`config.mk`:
```
export PLATFORM = sky130hd
export DESIGN_NAME = lsu
export DESIGN_NICKNAME = d
export VERILOG_FILES = /design/src/rtl/lsu.sv
export SDC_FILE = /design/constraint.sdc
export NUM_CORES = 1
export LEC_CHECK = 0
export ABC_AREA = 1
export BUFFER_PORTS_ARGS = -buffer_cell sky130_fd_sc_hd__buf_2
export CAP_MARGIN = 30
export CORE_ASPECT_RATIO = 0.6
export CORE_UTILIZATION = 46
export CTS_CLUSTER_DIAMETER = 30
export DETAILED_ROUTE_END_ITERATION = 10
export PLACE_DENSITY = 0.83
export SYNTH_ARGS = -nofsm -noshare
export SYNTH_HDL_FRONTEND = slang
export SYNTH_SLANG_ARGS = --single-unit
```
`constraint.sdc`:
```
create_clock -name clk -period 1.9 [get_ports clk]
set_input_delay 0.38 -clock clk [delete_from_list [all_inputs] [get_ports clk]]
set_output_delay 0.38 -clock clk [all_outputs]
set_load 0.01 [all_outputs]
```
`src/rtl/lsu.sv`:
```
// Memory stage: runs the data-memory handshake for loads/stores, aligns and extends load data,
// and hands exactly one result per instruction to writeback. One instruction in flight at a time.
module lsu #(
    parameter int DATA_WIDTH     = 64,
    parameter int FUNC3_WIDTH    = 3,
    parameter int REG_ADDR_WIDTH = 5
) (
    input  logic                      clk,
    input  logic                      reset,
    input  logic                      in_valid,
    output logic                      in_ready,
    input  logic                      in_is_load,
    input  logic                      in_is_store,
    input  logic [FUNC3_WIDTH-1:0]    in_func3,
    input  logic [DATA_WIDTH-1:0]     in_alu_res,
    input  logic [DATA_WIDTH-1:0]     in_store_data,
    input  logic [REG_ADDR_WIDTH-1:0] in_rd,
    output logic                      dmem_req_valid,
    input  logic                      dmem_req_ready,
    output logic [DATA_WIDTH-1:0]     dmem_req_addr,
    output logic                      dmem_req_we,
    output logic [DATA_WIDTH-1:0]     dmem_req_wdata,
    output logic [7:0]                dmem_req_wmask,
    input  logic                      dmem_resp_valid,
    input  logic [DATA_WIDTH-1:0]     dmem_resp_data,
    output logic                      out_valid,
    input  logic                      out_ready,
    output logic [REG_ADDR_WIDTH-1:0] out_rd,
    output logic                      out_wen,
    output logic [DATA_WIDTH-1:0]     out_data,
    output logic [1:0]                out_exc
);

    typedef enum logic [1:0] {IDLE, REQ, WAIT_RESP, DONE} state_t;

    state_t                    state_reg, state_next;
    logic [FUNC3_WIDTH-1:0]    func3_reg, func3_next;
    logic                      is_load_reg, is_load_next;
    logic [2:0]                offset_reg, offset_next;
    logic [DATA_WIDTH-1:0]     req_addr_reg, req_addr_next;
    logic                      req_we_reg, req_we_next;
    logic [DATA_WIDTH-1:0]     req_wdata_reg, req_wdata_next;
    logic [7:0]                req_wmask_reg, req_wmask_next;
    logic [REG_ADDR_WIDTH-1:0] out_rd_reg, out_rd_next;
    logic                      out_wen_reg, out_wen_next;
    logic [DATA_WIDTH-1:0]     out_data_reg, out_data_next;
    logic [1:0]                out_exc_reg, out_exc_next;

    // Decode of the instruction on offer; only consumed in IDLE.
    logic                  in_mem;
    logic                  in_store;
    logic [2:0]            in_off;
    logic [3:0]            in_size;
    logic                  in_misaligned;
    logic                  in_illegal;
    logic [7:0]            in_wmask;
    logic [DATA_WIDTH-1:0] in_wdata;

    assign in_mem     = in_is_load | in_is_store;
    assign in_store   = in_is_store & ~in_is_load;
    assign in_off     = in_alu_res[2:0];
    assign in_size    = 4'd1 << in_func3[1:0];
    assign in_illegal = in_store & in_func3[2];
    assign in_wdata   = in_store_data << {in_off, 3'b000};

    always_comb begin
        case (in_func3[1:0])
            2'b00:   in_misaligned = 1'b0;
            2'b01:   in_misaligned = in_off[0];
            2'b10:   in_misaligned = |in_off[1:0];
            default: in_misaligned = |in_off;
        endcase
    end

    // Byte lane gi is enabled when it lies inside [offset, offset + size).
    for (genvar gi = 0; gi < 8; gi++) begin : g_lane
        localparam logic [3:0] LANE = 4'(gi);
        assign in_wmask[gi] = ({1'b0, in_off} <= LANE) && (LANE < ({1'b0, in_off} + in_size));
    end

    // Load alignment and extension from the captured offset/func3.
    logic [DATA_WIDTH-1:0] resp_shifted;
    logic                  load_sign;
    logic [DATA_WIDTH-1:0] load_value;

    assign resp_shifted = dmem_resp_data >> {offset_reg, 3'b000};
    assign load_sign    = ~func3_reg[2];

    always_comb begin
        case (func3_reg[1:0])
            2'b00:   load_value = {{(DATA_WIDTH-8){load_sign & resp_shifted[7]}}, resp_shifted[7:0]};
            2'b01:   load_value = {{(DATA_WIDTH-16){load_sign & resp_shifted[15]}}, resp_shifted[15:0]};
            2'b10:   load_value = {{(DATA_WIDTH-32){load_sign & resp_shifted[31]}}, resp_shifted[31:0]};
            default: load_value = resp_shifted;
        endcase
    end

    always_comb begin
        state_next     = state_reg;
        func3_next     = func3_reg;
        is_load_next   = is_load_reg;
        offset_next    = offset_reg;
        req_addr_next  = req_addr_reg;
        req_we_next    = req_we_reg;
        req_wdata_next = req_wdata_reg;
        req_wmask_next = req_wmask_reg;
        out_rd_next    = out_rd_reg;
        out_wen_next   = out_wen_reg;
        out_data_next  = out_data_reg;
        out_exc_next   = out_exc_reg;
        case (state_reg)
            IDLE: begin
                if (in_valid) begin
                    func3_next     = in_func3;
                    is_load_next   = in_is_load;
                    offset_next    = in_off;
                    req_addr_next  = {in_alu_res[DATA_WIDTH-1:3], 3'b000};
                    req_we_next    = in_store;
                    req_wdata_next = in_wdata;
                    req_wmask_next = in_wmask;
                    out_rd_next    = in_rd;
                    out_wen_next   = 1'b0;
                    out_data_next  = '0;
                    out_exc_next   = 2'd0;
                    if (in_illegal) begin
                        out_exc_next = 2'd3;
                        state_next   = DONE;
                    end else if (in_mem && in_misaligned) begin
                        out_exc_next = in_is_load ? 2'd1 : 2'd2;
                        state_next   = DONE;
                    end else if (in_mem) begin
                        state_next = REQ;
                    end else begin
                        out_data_next = in_alu_res;
                        out_wen_next  = |in_rd;
                        state_next    = DONE;
                    end
                end
            end
            REQ: begin
                if (dmem_req_ready) begin
                    state_next = WAIT_RESP;
                end
            end
            WAIT_RESP: begin
                if (dmem_resp_valid) begin
                    // A store response is only an acknowledgement.
                    out_data_next = is_load_reg ? load_value : '0;
                    out_wen_next  = is_load_reg & (|out_rd_reg);
                    state_next    = DONE;
                end
            end
            DONE: begin
                if (out_ready) begin
                    state_next = IDLE;
                end
            end
            default: state_next = IDLE;
        endcase
    end

    always_ff @(posedge clk) begin
        if (reset) begin
            state_reg     <= IDLE;
            func3_reg     <= '0;
            is_load_reg   <= 1'b0;
            offset_reg    <= '0;
            req_addr_reg  <= '0;
            req_we_reg    <= 1'b0;
            req_wdata_reg <= '0;
            req_wmask_reg <= '0;
            out_rd_reg    <= '0;
            out_wen_reg   <= 1'b0;
            out_data_reg  <= '0;
            out_exc_reg   <= 2'd0;
        end else begin
            state_reg     <= state_next;
            func3_reg     <= func3_next;
            is_load_reg   <= is_load_next;
            offset_reg    <= offset_next;
            req_addr_reg  <= req_addr_next;
            req_we_reg    <= req_we_next;
            req_wdata_reg <= req_wdata_next;
            req_wmask_reg <= req_wmask_next;
            out_rd_reg    <= out_rd_next;
            out_wen_reg   <= out_wen_next;
            out_data_reg  <= out_data_next;
            out_exc_reg   <= out_exc_next;
        end
    end

    assign in_ready       = (state_reg == IDLE) && !reset;
    assign dmem_req_valid = (state_reg == REQ);
    assign dmem_req_addr  = req_addr_reg;
    assign dmem_req_we    = req_we_reg;
    assign dmem_req_wdata = req_wdata_reg;
    assign dmem_req_wmask = req_wmask_reg;
    assign out_valid      = (state_reg == DONE);
    assign out_rd         = out_rd_reg;
    assign out_wen        = out_wen_reg;
    assign out_data       = out_data_reg;
    assign out_exc        = out_exc_reg;

endmodule

```
==> Implementation_results.wiki <==
{| class="wikitable"
! Metric !! Value
|-
| Chip Height || 127 um
|-
| First DRT Iteration DRCs || 1920
|-
| Top-level port count || 420
|-
| Worst min-delay path category || primary input to flip-flop
|-
| Measured slew at the worst slew-check pin || 0.786 ns
|-
| Time the worst path needs with I/O delays and setup || 1.94 ns
|-
| Post-layout nets || 2446
|-
| Final routed wire length divided by cell count || 20.4 um
|-
| Placeable core area || 25300 um2
|-
| Register bit total from synthesis || 215
|-
| Placed insts || 2522
|-
| Post-placement setup slack || -0.00859 ns
|-
| Post-route worst hold slack || 0.119 ns
|-
| Violated checks || setup timing
|-
| CTS tree || done
|-
| CTS root buffer || sky130_fd_sc_hd__clkbuf_16
|-
| Insertion delay to the later sink of the worst-skew pair || 0.53 ns
|-
| Portion of the clock cycle consumed by the worst path in the final layout || 102%
|-
| Worst setup path startpoint || offset_reg[0]
|-
| Number of placement rows || 45
|-
| Via count of the first global-routing pass || 13.1k
|-
| Synth Warn # || 0
|-
| Reg clk slew, reported paths || 0.06 ns
|-
| Leakage power total || 7.74 nW
|-
| Share of the yosys chip area belonging to registers || 36.1%
|-
| Mapped Area || 11900 um2
|-
| Number of antenna violations at the first check in global routing || 8
|-
| Worst supply voltage drop on vdd || 0.00116 V
|-
| # fillers || 2280
|-
| Primary flip-flop cell chosen by synthesis mapping || sky130_fd_sc_hd__dfxtp_1
|-
| Number of levels the H-tree was split into || 2
|-
| RR Endpoint || out_data[44]
|-
| Global placer's final weighted congestion || 1.12
|-
| Total of endpoints with negative setup slack in the final report || 1
|-
| Capturing instance or port of the critical path || out_data[44]
|-
| Power density over the cells || 1520 nW/um2
|-
| Width of the chip || 210 um
|-
| Wire length of the first global-routing pass || 77.8 mm
|-
| Overall routed net length || 52.9 mm
|-
| Req. time, crit path || 2.31 ns
|-
| Critical path start-end classification || flip-flop to flip-flop
|-
| Half-perimeter wire length after placement || 40.2 mm
|-
| Clock buffer depth || 3
|-
| Sinks on the clock net || 215
|-
| Number of instances in the synthesized netlist || 1777
|-
| Smallest setup slack after layout || -0.0364 ns
|-
| Number of pins exceeding their max-slew limit in the final report || 0
|-
| Mean instance size in the synthesized netlist || 6.71 um2
|-
| Max Clk Rate || 516 MHz
|-
| All-Layer GR Usage || 38.4%
|-
| Number of maximum-capacitance violations || 0
|-
| Hold violation total from the final report || 0
|-
| IO Port Bufs || 416
|-
| Max-Slew Margin vs Limit || 47.0%
|-
| Reg2reg start || offset_reg[0]
|-
| Post-synthesis cell type count || 45
|-
| Largest fanout on the critical path || 17
|-
| Post-layout instance count excluding filler cells || 2593
|-
| Layout cell share with drive strength beyond 1 || 33.0%
|-
| Setup slack of the worst register-to-register path || -0.04 ns
|-
| Area delta synth->final || 37.6%
|-
| Per-cell via count in the routed design || 5.71
|-
| CTS Buf Count || 35
|-
| Most common cell after layout, fill and taps aside || sky130_fd_sc_hd__nand2_1
|-
| Worst setup skew after layout || 0.00943 ns
|-
| Post-route DRC || 0
|-
| Pre-antenna DRT Iters || 6
|-
| Run status || finished, violations left
|-
| Critical Path End Type || flip-flop
|-
| Startpoint type of the worst setup path || flip-flop
|-
| Routed vias || 14.8k
|-
| Number of flops mapped to enable cells by yosys || 0
|-
| Initial core utilization || 47.0%
|-
| Pin count of the biggest net entering global routing || 95
|-
| DIE AREA || 26600 um2
|-
| Leading cell types in the layout, fill and taps excluded || 433 x sky130_fd_sc_hd__nand2_1, 416 x sky130_fd_sc_hd__buf_2, 266 x sky130_fd_sc_hd__o21ai_0
|-
| Endpoint arrival time on the critical path || 2.35 ns
|-
| Worst Reg-to-Reg Cells || 9
|-
| Unrepaired setup endpoints after global routing || no
|-
| Congestion Overflow GR || 0
|-
| Number of nets with antenna violations after detailed routing || 0
|-
| Fraction of registers with async set/reset || 0%
|}
[worst max-delay path, stage by stage (launching register included)]
cell and delay, ns:
sky130_fd_sc_hd__dfxtp_2 0.36, sky130_fd_sc_hd__inv_2 0.07, sky130_fd_sc_hd__buf_12 0.15, sky130_fd_sc_hd__nand2_1 0.06, sky130_fd_sc_hd__nand2_1 0.05, sky130_fd_sc_hd__o21ai_0 0.62, sky130_fd_sc_hd__buf_4 0.22, sky130_fd_sc_hd__o21ai_0 0.11
sky130_fd_sc_hd__nand3_2 0.13, sky130_fd_sc_hd__a21oi_2 0.05
[cell families after synthesis]
family,after synthesis,share of synthesized area [%]
buffers and inverters,218,8.21
other,1,0.0315
DFF,215,36.1
muxes,17,1.43
and+or+nand+nor,733,26.3
AOI/OAI and AO/OA,583,26.9
adders and majority gates,8,0.840
xor gates and xnor gates,2,0.147
[worst min-delay path by stage]
stage	start	endpoint	slack, ns	cells after the start
floorplan	is_load_reg	is_load_reg	0.45	2
global placement	dmem_req_wdata[7]	dmem_req_wdata[7]	0.45	2
detailed placement	dmem_req_wmask[6]	dmem_req_wmask[6]	0.45	2
CTS	in_alu_res[24]	dmem_req_addr[24]	0.1	3
global route	in_alu_res[16]	dmem_req_addr[16]	0.12	3
finish	in_alu_res[24]	dmem_req_addr[24]	0.12	3
[area by class of cell]
class,count,area [um2],share of cell area [%]
Clock buffer,41,950,5.79
Multi-Input combinational cell,1346,6710,40.9
Clock inverter,23,265,1.62
Antenna cell,7,17.5,0.107
Inverter,72,277,1.69
Timing Repair Buffer,560,3450,21.1
Sequential cell,215,4310,26.3
Tap cell,329,412,2.51
[per-stage QoR]
step | setup TNS [ns] | total power (W) | utilization [%] | instance area, um2
after floorplan | 0 | 0.0131 | - | 11900
after global placement | -0.0565 | 0.0177 | 59.6 | 15100
after detailed placement | -0.0182 | 0.0179 | 59.6 | 15100
after CTS | 0 | 0.0247 | 64.5 | 16300
after global routing | 0 | 0.0262 | 64.7 | 16400
final | -0.0364 | 0.0250 | 64.7 | 16400
[routing by layer]
layer | share of wire [%] | GRT usage (%)
met5 | 0.20 | 0
met4 | 2.9 | 11.8
met3 | 14 | 15.0
met2 | 39 | 50.8
met1 | 45 | 56.2
[Yosys cell counts (2+ instances only)]
library cell / n / area (um2)
sky130_fd_sc_hd__nand2_1: 434 / 1630
sky130_fd_sc_hd__inv_2: 6 / 22.5
sky130_fd_sc_hd__o311ai_1: 4 / 35.0
sky130_fd_sc_hd__a22o_1: 2 / 17.5
sky130_fd_sc_hd__ha_1: 8 / 100
sky130_fd_sc_hd__o211ai_1: 16 / 120
sky130_fd_sc_hd__nand4_1: 2 / 12.5
sky130_fd_sc_hd__a211oi_1: 4 / 30.0
sky130_fd_sc_hd__o21ai_0: 272 / 1360
sky130_fd_sc_hd__nor2_2: 2 / 12.5
sky130_fd_sc_hd__dfxtp_1: 215 / 4300
sky130_fd_sc_hd__a21oi_2: 30 / 263
sky130_fd_sc_hd__mux2i_1: 17 / 170
sky130_fd_sc_hd__nand3_2: 34 / 340
sky130_fd_sc_hd__o22ai_1: 10 / 62.6
sky130_fd_sc_hd__buf_1: 7 / 26.3
sky130_fd_sc_hd__nand3b_1: 2 / 15.0
sky130_fd_sc_hd__buf_6: 6 / 67.6
sky130_fd_sc_hd__a21oi_1: 197 / 986
sky130_fd_sc_hd__nor3_1: 4 / 20.0
sky130_fd_sc_hd__a22oi_1: 12 / 90.1
sky130_fd_sc_hd__buf_2: 30 / 150
sky130_fd_sc_hd__inv_1: 65 / 244
sky130_fd_sc_hd__or2_2: 19 / 119
sky130_fd_sc_hd__buf_4: 7 / 52.6
sky130_fd_sc_hd__nor2_1: 181 / 679
sky130_fd_sc_hd__clkbuf_1: 93 / 349
sky130_fd_sc_hd__a31oi_1: 14 / 87.6
sky130_fd_sc_hd__nand3_1: 46 / 230
sky130_fd_sc_hd__o21ai_1: 8 / 40.0
sky130_fd_sc_hd__buf_12: 3 / 60.1
sky130_fd_sc_hd__o31ai_1: 8 / 60.1
sky130_fd_sc_hd__o311ai_0: 2 / 17.5
sky130_fd_sc_hd__nand2_2: 6 / 37.5
[timing repair]
action,in CTS,in global routing
setup buffers,0,0
resized for setup,3,16
hold buffers,0,0
setup endpoints to repair,3,61
pin swaps,1,0
[power by group]
group | switching, W | internal [W]
clock | 0.00255 | 0.00409
combinational | 0.00750 | 0.00429
sequential | 0.000732 | 0.00583
Note: power is estimated with default switching activity, not from simulation.
